`config.mk`:
```
export PLATFORM = sky130hd
export DESIGN_NAME = popcount_seq_flat
export DESIGN_NICKNAME = d
export VERILOG_FILES = /design/src/rtl/popcount_seq_if.sv /design/src/rtl/popcount_seq.sv /design/src/flat_wrapper.sv
export SDC_FILE = /design/constraint.sdc
export NUM_CORES = 1
export LEC_CHECK = 0
export CAP_MARGIN = 20
export CORE_MARGIN = 8
export CORE_UTILIZATION = 48
export DETAILED_ROUTE_END_ITERATION = 8
export GPL_ROUTABILITY_DRIVEN = 0
export PLACE_DENSITY_LB_ADDON = 0.1
export SYNTH_ARGS = -nofsm -noshare
export SYNTH_HDL_FRONTEND = slang
export SYNTH_SLANG_ARGS = --single-unit
```
`constraint.sdc`:
```
create_clock -name clk -period 4.83 [get_ports clk]
set_clock_uncertainty 0.05 [all_clocks]
set_input_delay 0.966 -clock clk [delete_from_list [all_inputs] [get_ports clk]]
set_output_delay 0.966 -clock clk [all_outputs]
set_load 0.01 [all_outputs]
```
`src/rtl/popcount_seq_if.sv`:
```
// Handshake bundle for popcount_seq: an input word channel and a result channel.
// Both channels use valid/ready: a transfer happens on a rising edge where valid and ready are both 1.
interface popcount_seq_if #(
    parameter int WIDTH = 64,
    parameter int ACC_W = 16
);
    logic             in_valid;
    logic             in_ready;
    logic [WIDTH-1:0] in_data;
    logic             in_acc;
    logic             in_last;
    logic             out_valid;
    logic             out_ready;
    logic [ACC_W-1:0] out_count;
    logic             out_sat;

    modport master (
        output in_valid, in_data, in_acc, in_last, out_ready,
        input  in_ready, out_valid, out_count, out_sat
    );

    modport slave (
        input  in_valid, in_data, in_acc, in_last, out_ready,
        output in_ready, out_valid, out_count, out_sat
    );
endinterface

```
`src/rtl/popcount_seq.sv`:
```
// Multi-cycle population counter: counts CHUNK bits of a WIDTH-bit word per cycle,
// with an optional saturating accumulate mode that sums counts over a packet.
module popcount_seq #(
    parameter int WIDTH = 64,
    parameter int CHUNK = 16,
    parameter int ACC_W = 16
) (
    input  logic               clk,
    input  logic               rst_n,
    popcount_seq_if.slave      bus,
    output logic [1:0]         state_dbg
);
    localparam int N     = WIDTH / CHUNK;
    localparam int CNT_W = $clog2(CHUNK + 1);
    localparam int IDX_W = (N > 1) ? $clog2(N) : 1;

    typedef enum logic [1:0] {
        IDLE = 2'd0,
        BUSY = 2'd1,
        DONE = 2'd2
    } state_t;

    state_t           state;
    logic [WIDTH-1:0] sreg;
    logic [IDX_W-1:0] idx;
    logic [ACC_W-1:0] acc;
    logic             sat;
    logic             acc_mode;
    logic             last_word;

    logic [CNT_W-1:0] node [CHUNK];
    logic [CNT_W-1:0] chunk_cnt;
    logic [ACC_W:0]   sum;
    logic             sat_hit;
    logic [ACC_W-1:0] acc_next;
    logic             sat_next;

    assign state_dbg = state;

    // Pairwise reduction tree over the low chunk; node[0] ends up holding the total.
    always_comb begin
        for (int i = 0; i < CHUNK; i++) begin
            node[i] = CNT_W'(sreg[i]);
        end
        for (int step = 1; step < CHUNK; step = step * 2) begin
            for (int i = 0; i + step < CHUNK; i = i + 2 * step) begin
                node[i] = node[i] + node[i + step];
            end
        end
        chunk_cnt = node[0];
    end

    // One spare bit on the sum detects overflow; the accumulator then clamps to all-ones.
    always_comb begin
        sum      = {1'b0, acc} + (ACC_W + 1)'(chunk_cnt);
        sat_hit  = sum[ACC_W];
        acc_next = sat_hit ? '1 : sum[ACC_W-1:0];
        sat_next = sat | sat_hit;
    end

    always_ff @(posedge clk) begin
        if (!rst_n) begin
            state         <= IDLE;
            sreg          <= '0;
            idx           <= '0;
            acc           <= '0;
            sat           <= 1'b0;
            acc_mode      <= 1'b0;
            last_word     <= 1'b0;
            bus.in_ready  <= 1'b1;
            bus.out_valid <= 1'b0;
            bus.out_count <= '0;
            bus.out_sat   <= 1'b0;
        end else begin
            case (state)
                IDLE: begin
                    if (bus.in_valid) begin
                        sreg         <= bus.in_data;
                        acc_mode     <= bus.in_acc;
                        last_word    <= bus.in_last;
                        idx          <= '0;
                        // A single word drops any partial packet total.
                        if (!bus.in_acc) begin
                            acc <= '0;
                            sat <= 1'b0;
                        end
                        bus.in_ready <= 1'b0;
                        state        <= BUSY;
                    end
                end
                BUSY: begin
                    acc  <= acc_next;
                    sat  <= sat_next;
                    sreg <= sreg >> CHUNK;
                    idx  <= idx + IDX_W'(1);
                    if (idx == IDX_W'(N - 1)) begin
                        if (acc_mode && !last_word) begin
                            bus.in_ready <= 1'b1;
                            state        <= IDLE;
                        end else begin
                            bus.out_valid <= 1'b1;
                            bus.out_count <= acc_next;
                            bus.out_sat   <= sat_next;
                            state         <= DONE;
                        end
                    end
                end
                DONE: begin
                    if (bus.out_ready) begin
                        acc           <= '0;
                        sat           <= 1'b0;
                        bus.out_valid <= 1'b0;
                        bus.in_ready  <= 1'b1;
                        state         <= IDLE;
                    end
                end
                default: begin
                    bus.out_valid <= 1'b0;
                    bus.in_ready  <= 1'b1;
                    state         <= IDLE;
                end
            endcase
        end
    end
endmodule

```
`src/flat_wrapper.sv`:
```
// flat-port wrapper written by rule: the top's interface ports become plain ports
module popcount_seq_flat 
#(
    parameter int WIDTH = 64,
    parameter int CHUNK = 16,
    parameter int ACC_W = 16
)
  (clk, rst_n, state_dbg, bus_in_valid, bus_in_data, bus_in_acc, bus_in_last, bus_out_ready, bus_in_ready, bus_out_valid, bus_out_count, bus_out_sat);
  popcount_seq_if #(.WIDTH(WIDTH), .ACC_W(ACC_W)) bus_i ();
  input  logic clk;
  input  logic rst_n;
  output logic [1:0] state_dbg;
  input wire logic [$bits(bus_i.in_valid)-1:0] bus_in_valid;
  input wire logic [$bits(bus_i.in_data)-1:0] bus_in_data;
  input wire logic [$bits(bus_i.in_acc)-1:0] bus_in_acc;
  input wire logic [$bits(bus_i.in_last)-1:0] bus_in_last;
  input wire logic [$bits(bus_i.out_ready)-1:0] bus_out_ready;
  output wire logic [$bits(bus_i.in_ready)-1:0] bus_in_ready;
  output wire logic [$bits(bus_i.out_valid)-1:0] bus_out_valid;
  output wire logic [$bits(bus_i.out_count)-1:0] bus_out_count;
  output wire logic [$bits(bus_i.out_sat)-1:0] bus_out_sat;
  assign bus_i.in_valid = bus_in_valid;
  assign bus_i.in_data = bus_in_data;
  assign bus_i.in_acc = bus_in_acc;
  assign bus_i.in_last = bus_in_last;
  assign bus_i.out_ready = bus_out_ready;
  assign bus_in_ready = bus_i.in_ready;
  assign bus_out_valid = bus_i.out_valid;
  assign bus_out_count = bus_i.out_count;
  assign bus_out_sat = bus_i.out_sat;
  popcount_seq #(.WIDTH(WIDTH), .CHUNK(CHUNK), .ACC_W(ACC_W)) u_core (.clk(clk), .rst_n(rst_n), .bus(bus_i), .state_dbg(state_dbg));
endmodule
```
Word-level counts from Yosys, hierarchy flattened
Index checks and enable logic that the tools add are counted.
{"block": "op_classes", "reduce_logical": 12, "mul": 0, "magnitude_cmp": 0, "n_bitwise": 3, "muxes": 26, "eq_ne": 9, "addsub": 17, "n_div": 0, "shift": 0}
{"operator": "one-hot mux 64 bit (2 select lines)", "count": 1}
{"operator": "two-way mux 16 bit", "count": 4}
{"operator": "two-way mux 64 bit", "count": 1}
{"operator": "one-hot mux 16 bit (3 select lines)", "count": 1}
{"operator": "adder 5 bit", "count": 7}
{"operator": "adder 16 x 5 -> 17 bit", "count": 1}
{"operator": "adder 1 x 1 -> 2 bit", "count": 8}
{"operator": "AND reduction 4 bit", "count": 3}
{"operator": "two-way mux 2 bit", "count": 5}
{"operator": "two-way mux 1 bit", "count": 9}
{"operator": "one-hot mux 1 bit (3 select lines)", "count": 3}
{"operator": "!= test 2 bit, second input constant", "count": 4}
{"operator": "one-hot mux 2 bit (3 select lines)", "count": 1}
{"operator": "AND reduction 3 bit", "count": 2}
{"operator": "== test 2 bit, second input constant", "count": 2}
{"operator": "!= test 2 x 1 -> 1 bit, second input constant", "count": 2}
{"operator": "one-hot mux 2 bit (2 select lines)", "count": 1}
{"operator": "AND reduction 2 bit", "count": 2}
{"operator": "nonzero test 3 bit", "count": 1}
{"operator": "adder 2 x 1 -> 2 bit, second input constant", "count": 1}
{"operator": "== test 2 x 1 -> 1 bit, second input constant", "count": 1}
{"operator": "logical NOT 2 bit", "count": 1}
{"operator": "inverter 1 bit", "count": 2}
{"operator": "nonzero test 2 bit", "count": 1}
{"operator": "other kinds (3)", "count": 3}
{"block": "word_totals", "latch_bits": 0, "mem_bits_rw": 0, "rom_bits": 0, "regBits": 106, "elab_cells": 78, "output_inout_bits": 21, "inputBits": 70, "memories": 0}

Logic depth before layout (Yosys ltp)
{"block": "logic_depth", "word_depth": 7, "mapped_depth": 19, "depth_no_buf": 18}

Worst setup path before layout
OpenSTA, ideal clock, no wires.
{"block": "synth_timing", "path_type": "reg2reg", "startpoint": "reg u_core.sreg[1]", "endpoint": "reg u_core.bus.out_count[2]", "stages_incl_launch_ff": 20, "n_path_buf": 1, "setup_slack_ns": -0.198, "synth_period_minus_slack_ns": 5.028, "required_time_ns": 4.708, "t_arrival_ns": 4.905, "cell_sequence": "dfxtp_1 > ha_1 > inv_1 > fa_1 > inv_1 > fa_1 > fa_1 > inv_1 > fa_1 > inv_1 > ha_1 > fa_1 > xor2_1 > ha_1 > o21ai_1 > o21ba_4 > nor4_4 > buf_6 > nor3_2 > nor3b_2"}
{"block": "synth_via", "elab_chain_len": 6}
{"element": "start, declared", "line_no": "popcount_seq.sv:24", "rtl": "logic [WIDTH-1:0] sreg;"}
{"element": "start signal, assigned", "line_no": "popcount_seq.sv:78", "rtl": "sreg <= bus.in_data;"}
{"element": "start signal, assigned", "line_no": "popcount_seq.sv:94", "rtl": "sreg <= sreg >> CHUNK;"}
{"element": "adder 1 x 1 -> 2 bit", "line_no": "popcount_seq.sv:47", "rtl": "node[i] = node[i] + node[i + step];"}
{"element": "adder 5 bit (3 in a row)", "line_no": "popcount_seq.sv:47"}
{"element": "adder 16 x 5 -> 17 bit", "line_no": "popcount_seq.sv:55", "rtl": "sum = {1'b0, acc} + (ACC_W + 1)'(chunk_cnt);"}
{"element": "two-way mux 16 bit", "line_no": "popcount_seq.sv:57", "rtl": "acc_next = sat_hit ? '1 : sum[ACC_W-1:0];"}
{"element": "end signal, assigned", "line_no": "popcount_seq.sv:102", "rtl": "bus.out_count <= acc_next;"}
{"element": "end, declared", "line_no": "popcount_seq_if.sv:24", "rtl": "output in_ready, out_valid, out_count, out_sat"}
Every way passes these cells.
A chain may end at the register's enable or synchronous reset.

Worst setup path after layout
{"block": "layout_timing", "startpoint": "reg u_core.sreg[8]", "endpoint": "reg u_core.acc[13]"}
{"block": "layout_via", "elab_chain_len": 7}
{"element": "adder 1 x 1 -> 2 bit", "line_no": "popcount_seq.sv:47"}
{"element": "adder 5 bit (3 in a row)", "line_no": "popcount_seq.sv:47"}
{"element": "adder 16 x 5 -> 17 bit", "line_no": "popcount_seq.sv:55"}
{"element": "two-way mux 16 bit", "line_no": "popcount_seq.sv:57"}
{"element": "one-hot mux 16 bit (3 select lines)", "line_no": "popcount_seq.sv:75", "rtl": "case (state)"}
{"element": "end signal, assigned", "line_no": "popcount_seq.sv:92", "rtl": "acc <= acc_next;"}
{"element": "end, declared", "line_no": "popcount_seq.sv:26", "rtl": "logic [ACC_W-1:0] acc;"}
Every way passes these cells.

==> qor.txt <==
========================================================================================
Setup repair after global routing missed its margin                                  yes
Highest cell delay on the worst timing path                                      0.56 ns
Iter 0 DRT Violations                                                                305
Via count of the first global-routing pass                                         4,834
Sum of negative setup slack                                                    -1.365 ns
Initial antenna violation count                                                        0
Maximum clock insertion buffer count                                                   2
Ratio of routed vias to standard cells                                             5.482
Count of maximum capacitance violations                                                0
Total half-perimeter wirelength after legalization and detailed placement        9929 µm
Post-Layout Inst Area                                                       0.007249 mm²
Violated checks                                                             setup timing
Global-route wire length before repair                                         23,870 µm
Fmax                                                                          0.2022 GHz
Die X-Extent                                                                    122.5 µm
Kind of start point of the critical path                                            flop
Core ar.                                                                     0.01122 mm²
Reported net switching power                                                   0.9537 mW
Synthesized area                                                            0.005441 mm²
CP Data Arrival Time                                                             5.15 ns
Synthesized netlist net count                                                        723
Pwr per Cell Area                                                           397.2 mW/mm²
Grt ovf                                                                                0
Worst-path maximum fanout                                                              7
# rows                                                                                39
Setup violations, final                                                               24
Starting utilization of the core area                                             0.4848
Number of buffers created by CTS                                                       9
Crit path max-delay cell type                                                       fa_1
Number of instances in the synthesized netlist                                       622
Leading register cell type out of synthesis                                      dfxtp_1
Post-synthesis sequential element count                                              106
Required time of the critical path                                               5.04 ns
Most common cell after layout, fill and taps aside                               nand2_1
Critical Path End Type                                                              flop
Count of flip-flops with a built-in enable after synthesis                             0
Clock transition at the registers of the reported paths                          0.07 ns
Leakage power summed over all cells                                             3.220 nW
Number of search-and-repair iterations in the first detailed-routing pass              4
Num ports                                                                             91
Number of vias in the routed layout                                                4,720
Cell count after placement                                                           835
Layout cells sized above 1                                                        0.1616
Period minus WS final                                                           4.947 ns
Post-route ant nets                                                                    0
Post-route DRC                                                                         0
Wire length per cell                                                            16.91 µm
Cell-by-cell listing of the critical path                                   ha_4 -> inv_2 -> fa_1 -> inv_2 -> fa_2 -> fa_1 -> inv_2 -> fa_1 -> inv_2 -> ha_4 -> fa_2 -> xor2_2 -> ha_4 -> buf_6 -> nand4_4 -> a2111oi_4 -> buf_4 -> a21oi_2 -> o22ai_1
Final std cells w/o fill                                                             861
Portion of the clock cycle consumed by the worst path in the final layout          1.024
Share of total power in the clock network                                          0.271
TritonCTS clock tree                                                                done
Post-detailed-routing wire length                                              14,560 µm
Library cells used by synthesis                                                       55
Share of async-settable or async-resettable flops after synthesis                      0
Fraction of power spent switching nets                                            0.3312
Diode insertion count for antenna repair                                               0
Library cell used as clock root buffer                                         clkbuf_16
Die extent in y                                                                 122.5 µm
Synthesis warning total                                                                0
Footprint of the multi-input gates                                          0.003299 mm²
Hold Fails Final Rpt                                                                   0
Buffers added on ports                                                                90
Highest ir drop seen on vdd                                                    0.2409 mV
Global-route usage over all layers                                                0.1953
FF+latch area                                                               0.002127 mm²
Post-layout total power                                                         2.879 mW
Area grow syn2layout                                                              33.23%
Clock sinks                                                                          106
Filler Cells Inserted                                                                987
Area of the die                                                              0.01500 mm²
Final core area utilization                                                       0.6459
Hold WC Path Type                                                           flop to flop
Actual transition at the worst max-transition pin                               1.008 ns
Fraction of power consumed by combinational cells                                  0.386
Avg Inst Size Synth                                                            8.748 µm²
Sequential share of the synthesized area                                          0.3900
Total of hold buffers inserted after clock tree synthesis                              0
CP Class                                                                    flop to flop
Cell-internal power                                                             1.926 mW
Final layout net count                                                               814
Count of final max-slew check failures                                                 0
Worst-skew pair later-pin latency                                                0.34 ns
Commonest cells after routing, fill and taps aside                          112 x nand2_1, 102 x dfxtp_1, 89 x clkdlybuf4s50_1, 54 x nand3_1, 48 x o211a_1
Count of buffer and inverter cells on the critical path                                6
Placed standard-cell area                                                   0.006586 mm²
Most repeated library cell on the critical path                                    inv_2
Top cell family by delay on the critical path                                adder cells
Max-slew headroom at the worst pin                                                0.3260
Power share of the sequential group                                                0.343
Final worst setup slack                                                       -0.1167 ns
Largest net degree at the start of global routing                                     74
H-Tree Depth                                                                           3
Run status                                                                  complete, but fails checks
========================================================================================
[Yosys cell counts, types with 4 or more instances]
cell type	n	area [µm²]
nor2b_1	19	118.9
nor3_2	4	40.04
clkbuf_1	30	112.6
buf_2	6	30.03
xnor2_1	7	61.31
o22ai_1	6	37.54
o21bai_1	4	30.03
nand3_1	54	270.3
and2_1	4	25.02
a22oi_1	18	135.1
dfxtp_1	106	2122
and3_1	6	37.54
nand2_1	113	424.2
inv_1	28	105.1
a2bb2oi_1	4	35.03
xor2_1	5	43.79
a21boi_0	5	37.54
a21o_1	6	45.04
o211a_1	48	480.5
ha_1	19	237.7
a21oi_1	25	125.1
o21ai_0	27	135.1
fa_1	12	240.2
nor2_1	15	56.30
[layout make-up]
| class | instances | share of cell area |
|---|---|---|
| clock buffer | 13 | 0.03866 |
| clock inverter | 3 | 0.006041 |
| inverter | 28 | 0.01450 |
| multi-input combinational | 445 | 0.4551 |
| sequential | 106 | 0.2934 |
| tap | 143 | 0.02468 |
| timing repair buffer | 123 | 0.1676 |
[worst reg2reg max path, stage by stage, from the launching register on]
cell	delay, ns
dfxtp_2	0.34
ha_4	0.26
inv_2	0.03
fa_1	0.56
inv_2	0.05
fa_2	0.39
fa_1	0.51
inv_2	0.04
fa_1	0.52
inv_2	0.05
ha_4	0.16
fa_2	0.35
xor2_2	0.18
ha_4	0.31
buf_6	0.11
nand4_4	0.13
a2111oi_4	0.49
buf_4	0.18
a21oi_2	0.05
o22ai_1	0.12
[state kept, by name (all words and copies together), names as in the netlist]
name and cells:
u_core.last_word 1, u_core.bus.out_sat 1, u_core.sat 1, u_core.state_dbg 2, u_core.acc 16, u_core.bus.in_ready 1
u_core.bus.out_count 16, u_core.acc_mode 1, u_core.bus.out_valid 1, u_core.idx 2, u_core.sreg 64
[per-layer routing]
layer | vias to the layer above | wire, µm | global-route usage
met5 | - | 0 | 0
met4 | 0 | 227 | 0.06245
met3 | 18 | 686 | 0.03266
met2 | 106 | 7135 | 0.3369
met1 | 2231 | 6513 | 0.2437
li1 | 2365 | - | -
[what timing repair did]
item	in CTS	in global routing
gates cloned	1	0
setup buffers	2	5
endpoints found under the hold margin	0	0
pin swaps	25	24
setup endpoints to repair	34	34
gates resized for setup	29	37
[per-stage QoR]
stage | hold slack, ns | worst slack [ns]
5_1_grt | 0.4506 | -0.2600
3_3_place_gp | 0.4099 | -0.09828
6_report | 0.4166 | -0.1167
2_1_floorplan | 0.3937 | 0.007929
4_1_cts | 0.4201 | -0.1169
3_5_place_dp | 0.4225 | -0.2672
[power groups by stage]
stage / logic [mW] / registers, mW / clock network [mW]
2_1_floorplan: 0.653 / 0.989 / 0
4_1_cts: 0.966 / 0.985 / 0.796
3_5_place_dp: 0.907 / 1.00 / 0
6_report: 1.11 / 0.987 / 0.781
5_1_grt: 1.24 / 0.995 / 0.829
3_3_place_gp: 0.890 / 0.998 / 0
[logic make-up (layout without fill, tap and decap cells)]
logic type | count (synthesis) | in the layout | synth area share
xor gates and xnor gates | 12 | 12 | 0.01931
and+or+nand+nor | 234 | 234 | 0.2088
AOI/OAI and AO/OA | 166 | 166 | 0.2329
adders and majority gates | 31 | 31 | 0.08784
buffers and inverters | 71 | 167 | 0.05748
DFF | 106 | 106 | 0.3900
muxes | 2 | 2 | 0.003679
[path summary, 6_finish.rpt]
check                              startpoint                     endpoint  cells after the start  slack, ns
setup / recovery  u_core.sreg[8]$_SDFFE_PN0P_  u_core.acc[13]$_SDFFE_PN0P_                     19      -0.12
hold reg to reg    u_core.acc[0]$_SDFFE_PN0P_   u_core.acc[0]$_SDFFE_PN0P_                      2       0.42
setup reg to reg  u_core.sreg[8]$_SDFFE_PN0P_  u_core.acc[13]$_SDFFE_PN0P_                     19      -0.12
hold / removal     u_core.acc[0]$_SDFFE_PN0P_   u_core.acc[0]$_SDFFE_PN0P_                      2       0.42
Power figures use the tool's default switching activity.
